$ cat config.mk
export PLATFORM = sky130hd
export DESIGN_NAME = uart1_rx
export DESIGN_NICKNAME = d
export VERILOG_FILES = /design/src/rtl/uart1_rx.sv
export SDC_FILE = /design/constraint.sdc
export NUM_CORES = 1
export LEC_CHECK = 0
export BUFFER_PORTS_ARGS = -buffer_cell sky130_fd_sc_hd__buf_2
export CAP_MARGIN = 10
export CORE_ASPECT_RATIO = 0.6
export CORE_MARGIN = 2
export CORE_UTILIZATION = 50
export CTS_BUF_LIST = sky130_fd_sc_hd__clkbuf_16
export DETAILED_ROUTE_END_ITERATION = 6
export GPL_ROUTABILITY_DRIVEN = 0
export PLACE_DENSITY = 0.7
export SLEW_MARGIN = 20
export SYNTH_ARGS = -nofsm -noshare
export SYNTH_HDL_FRONTEND = slang
export SYNTH_SLANG_ARGS = --single-unit
$ cat constraint.sdc
create_clock -name clk -period 2.9 [get_ports clk]
set_input_delay 0.58 -clock clk [delete_from_list [all_inputs] [get_ports clk]]
set_output_delay 0.58 -clock clk [all_outputs]
set_load 0.05 [all_outputs]
$ cat src/rtl/uart1_rx.sv
// 8N1 UART receiver: two-flop synchronizer, mid-bit sampling FSM, valid/ack output handshake.
// Flags false starts silently, framing errors as a one-cycle pulse, and overruns as a sticky bit.
module uart1_rx #(
  parameter int unsigned CLKS_PER_BIT = 16,
  parameter int unsigned DATA_BITS    = 8
) (
  input  logic                 clk,
  input  logic                 rst,
  input  logic                 serial_in,
  output logic [DATA_BITS-1:0] rx1,
  output logic                 rx_valid,
  input  logic                 rx_ack,
  output logic                 frame_err,
  output logic                 overrun,
  output logic                 busy
);

  localparam int unsigned CW = $clog2(CLKS_PER_BIT);

  localparam logic [2:0] IDLE      = 3'd0;
  localparam logic [2:0] START     = 3'd1;
  localparam logic [2:0] DATA      = 3'd2;
  localparam logic [2:0] STOP      = 3'd3;
  localparam logic [2:0] WAIT_IDLE = 3'd4;

  // START runs one count longer than half a bit: the IDLE detect cycle is part of the start bit,
  // which places every later sample CLKS_PER_BIT cycles apart from this one.
  localparam logic [CW-1:0] MID_CNT  = CW'(CLKS_PER_BIT / 2);
  localparam logic [CW-1:0] LAST_CNT = CW'(CLKS_PER_BIT - 1);
  localparam logic [2:0]    LAST_BIT = 3'(DATA_BITS - 1);

  logic [2:0]           r_state;
  logic                 r_s1;
  logic                 r_s2;
  logic [CW-1:0]        r_clk_cnt;
  logic [2:0]           r_bit_cnt;
  logic [DATA_BITS-1:0] r_shreg;
  logic [DATA_BITS-1:0] r_rx1;
  logic                 r_rx_valid;
  logic                 r_frame_err;
  logic                 r_overrun;

  logic w_mid_tick;
  logic w_bit_tick;

  assign w_mid_tick = (r_clk_cnt == MID_CNT);
  assign w_bit_tick = (r_clk_cnt == LAST_CNT);

  always_ff @(posedge clk) begin
    if (rst) begin
      r_state     <= IDLE;
      r_s1        <= 1'b1;
      r_s2        <= 1'b1;
      r_clk_cnt   <= '0;
      r_bit_cnt   <= '0;
      r_shreg     <= '0;
      r_rx1       <= '0;
      r_rx_valid  <= 1'b0;
      r_frame_err <= 1'b0;
      r_overrun   <= 1'b0;
    end else begin
      r_s1        <= serial_in;
      r_s2        <= r_s1;
      r_frame_err <= 1'b0;

      if (rx_ack && r_rx_valid) begin
        r_rx_valid <= 1'b0;
      end

      case (r_state)
        IDLE: begin
          if (!r_s2) begin
            r_state   <= START;
            r_clk_cnt <= '0;
          end
        end

        START: begin
          if (w_mid_tick) begin
            r_clk_cnt <= '0;
            if (r_s2) begin
              r_state <= IDLE;
            end else begin
              r_state   <= DATA;
              r_bit_cnt <= '0;
            end
          end else begin
            r_clk_cnt <= r_clk_cnt + CW'(1);
          end
        end

        DATA: begin
          if (w_bit_tick) begin
            r_clk_cnt <= '0;
            r_shreg   <= {r_s2, r_shreg[DATA_BITS-1:1]};
            r_bit_cnt <= r_bit_cnt + 3'd1;
            if (r_bit_cnt == LAST_BIT) begin
              r_state <= STOP;
            end
          end else begin
            r_clk_cnt <= r_clk_cnt + CW'(1);
          end
        end

        STOP: begin
          if (w_bit_tick) begin
            r_clk_cnt <= '0;
            if (r_s2) begin
              // Overrides the ack clear above, so a same-cycle ack hands over cleanly.
              r_rx1      <= r_shreg;
              r_rx_valid <= 1'b1;
              if (r_rx_valid && !rx_ack) begin
                r_overrun <= 1'b1;
              end
              r_state <= IDLE;
            end else begin
              r_frame_err <= 1'b1;
              r_state     <= WAIT_IDLE;
            end
          end else begin
            r_clk_cnt <= r_clk_cnt + CW'(1);
          end
        end

        WAIT_IDLE: begin
          if (r_s2) begin
            r_state <= IDLE;
          end
        end

        default: r_state <= IDLE;
      endcase
    end
  end

  assign rx1       = r_rx1;
  assign rx_valid  = r_rx_valid;
  assign frame_err = r_frame_err;
  assign overrun   = r_overrun;
  assign busy      = (r_state != IDLE);

endmodule

==> flow_summary.json <==
{
  "status": "completed",
  "postSynth.asyncResetShare_pct": 0,
  "switching_share_pct": 19.83,
  "relSlewSlack_pct": 57.54,
  "p_switching_mw": 0.1840,
  "drt-met1-wl_mm": 1.305,
  "clock_latency_ns": 0.27,
  "die_area_um2": 3026,
  "dr_wl_met3_um": 123,
  "cts_tree": "yes",
  "crit_start": "r_clk_cnt[0]",
  "drtIter0Drc": 82,
  "grt_max_degree": 32,
  "core_area_um2": 2487,
  "p_total_mw": 0.9281,
  "ios": 16,
  "routed_wl_mm": 2.455,
  "cts_buffers": 5,
  "p_per_area_nw_per_um2": 617.6,
  "synth_edf_count": 0,
  "ant_nets": 0,
  "cp_max_fo": 10,
  "clock_power_share_pct": 51.4,
  "r2r_cells": 5,
  "antenna_found_initial": 0,
  "end_kind": "flip-flop",
  "rsz0062_at_grt": "no",
  "synth_fa_ha_area_share_pct": 3.865,
  "die_w_um": 69.70,
  "synth_top_family_by_area": "simple AND/OR/NAND/NOR gates",
  "worst_ep_required_time_ns": 3.04,
  "hold_class": "flip-flop to flip-flop",
  "syn-cell-area_um2": 1295,
  "route.detailed.drc": 0,
  "p_int_mw": 0.7441,
  "power_frac_comb_pct": 2.0,
  "grt_pass1_vias": 943,
  "post-route-period-util_pct": 66.87,
  "nFillCells": 215,
  "synth_mux_area_share_pct": 6.184,
  "clockRootBuffer": "clkbuf_16",
  "ys_ff_latch": 31,
  "synth_cells": 146,
  "synth_xor_xnor_area_share_pct": 0,
  "syn_nets": 154,
  "fp-row-count": 14,
  "worst_r2r_endpoint": "rx1[5]",
  "worst_hold_slack_ns": 0.4119,
  "reg2reg_from": "r_clk_cnt[0]",
  "ys_warn_count": 0,
  "wl_met2_um": 994,
  "drive_above_1_share_pct": 16.88,
  "endpoint": "rx1[5]",
  "final_hold_viol_count": 0,
  "first_pass_iters": 4,
  "tightest_slew_ns": 0.6335,
  "overflow": 0,
  "area_delta_synth_final_pct": 16.04,
  "synth_flop_cell": "dfxtp_1",
  "hpwl_mm": 1.612,
  "final_common_cell": "dfxtp_1",
  "crit_path_start_kind": "flip-flop",
  "cap_violations": 0,
  "viasPerCell": 5.422,
  "syn_area_per_cell_um2": 8.870,
  "vias": 1041,
  "numPortBuffers": 15,
  "track_usage_pct": 18.36,
  "setup_viol": 0,
  "antenna_cells": 0,
  "initial_core_util_pct": 52.06,
  "crit_type": "flip-flop to flip-flop",
  "clockBufferDepth": 2,
  "final_cell_mix": "dfxtp_1, nand2_1, nor2_1",
  "clock-sinks": 31,
  "power_frac_seq_pct": 46.6,
  "routedWlPerCell_um": 12.79,
  "post_cts_resized": 0,
  "cts_setup_buffers": 0,
  "tns_ns": 0,
  "die_h_um": 43.42,
  "grt_pass1_wl_mm": 4.174,
  "p_leak_nw": 0.6557,
  "yosys.area_share.simple_pct": 25.12,
  "slew_violations": 0,
  "synth_compound_area_share_pct": 12.85,
  "fin_crit_ns": 1.939,
  "holdBufCountCts": 0,
  "top_layer": "met4",
  "cts.clk_slew.worst_paths_ns": 0.05,
  "synth_seq_area_share_pct": 47.92,
  "reg2reg_setup_slack_ns": 0.96,
  "ys_types": 33,
  "final_nets": 167,
  "peakVddDrop_uv": 334.2,
  "cp.arrival_ns": 2.08,
  "htreeDepth": 2,
  "fmax_mhz": 515.6,
  "finClkSkew_ns": 0.005237
}
## metrics by stage
step,instances,utilization (%),area (um2),setup WS (ns)
4_1_cts,192,60.41,1503,0.9314
5_1_grt,192,60.41,1503,0.7374
3_5_place_dp,184,54.88,1365,0.9625
6_report,192,60.41,1503,0.9607
2_1_floorplan,146,-,1295,1.214
3_3_place_gp,184,54.88,1365,1.014
## worst min path at each step
stage / startpoint / end / depth (start not counted)
final: r_s1 / r_s2 / 1
after global routing: r_s1 / r_s2 / 1
after CTS: r_s1 / r_s2 / 1
after detailed placement: r_s1 / r_s2 / 1
after global placement: r_s1 / r_s2 / 1
after floorplan: r_s1 / r_s2 / 1
## worst max-delay path, stage by stage (launching register included)
cell and delay (ns):
dfxtp_1 0.38, ha_1 0.25, and4_1 0.25, nand4b_1 0.52
mux2i_1 0.35, nor2_1 0.05
## registers in the layout, indices dropped and copies added, names as in the netlist
register and count:
r_clk_cnt 4, r_s1 1, r_shreg 8, frame_err 1, overrun 1, r_state 3, r_bit_cnt 3, r_s2 1
rx_valid 1, rx1 8
## power by group through the flow
stage / sequential [mW] / combinational (mW) / clock (mW)
after global routing: 0.432 / 0.0210 / 0.500
after floorplan: 0.439 / 0.0153 / 0
final: 0.432 / 0.0188 / 0.477
after CTS: 0.432 / 0.0188 / 0.482
after global placement: 0.441 / 0.0183 / 0
after detailed placement: 0.441 / 0.0186 / 0
## per-layer routing
metal,global-route usage (%),vias to the layer above
li1,-,528
met5,0,-
met3,7.442,4
met4,9.231,0
met1,24.78,490
met2,25.77,19
## area by class of cell
| class | count | area, um2 | area share [%] |
|---|---|---|---|
| multi-input combinational | 104 | 621.8 | 41.38 |
| timing repair buffer | 15 | 75.07 | 4.996 |
| sequential | 31 | 620.6 | 41.30 |
| clock inverter | 3 | 12.51 | 0.8326 |
| tap | 32 | 40.04 | 2.664 |
| inverter | 2 | 7.507 | 0.4996 |
| clock buffer | 5 | 125.1 | 8.326 |
## synthesized netlist by cell type (all sizes together) (2+ instances only)
library cell	number	area share, %
clkbuf	5	1.4
nand4	2	0.97
nor2	17	5.1
nand3	2	0.77
mux2i	8	6.2
ha	4	3.9
a22oi	2	1.2
nand2	24	7.0
o21ai	3	1.2
inv	2	0.58
a21oi	15	5.8
or3	3	1.4
or2	2	0.97
nor3b	2	1.2
a211oi	2	1.5
dfxtp	31	48
nor3	5	2.7
buf	4	2.0
nand2b	3	1.4
## cell families (layout without fill, tap and decap cells)
| logic type | count (synthesis) | after routing |
|---|---|---|
| fa+ha+maj | 4 | 4 |
| flops | 31 | 31 |
| buf+inv | 11 | 25 |
| simple gates | 65 | 65 |
| mux | 8 | 8 |
| compound gates | 27 | 27 |
No activity file was read; power rests on OpenSTA's default activity.
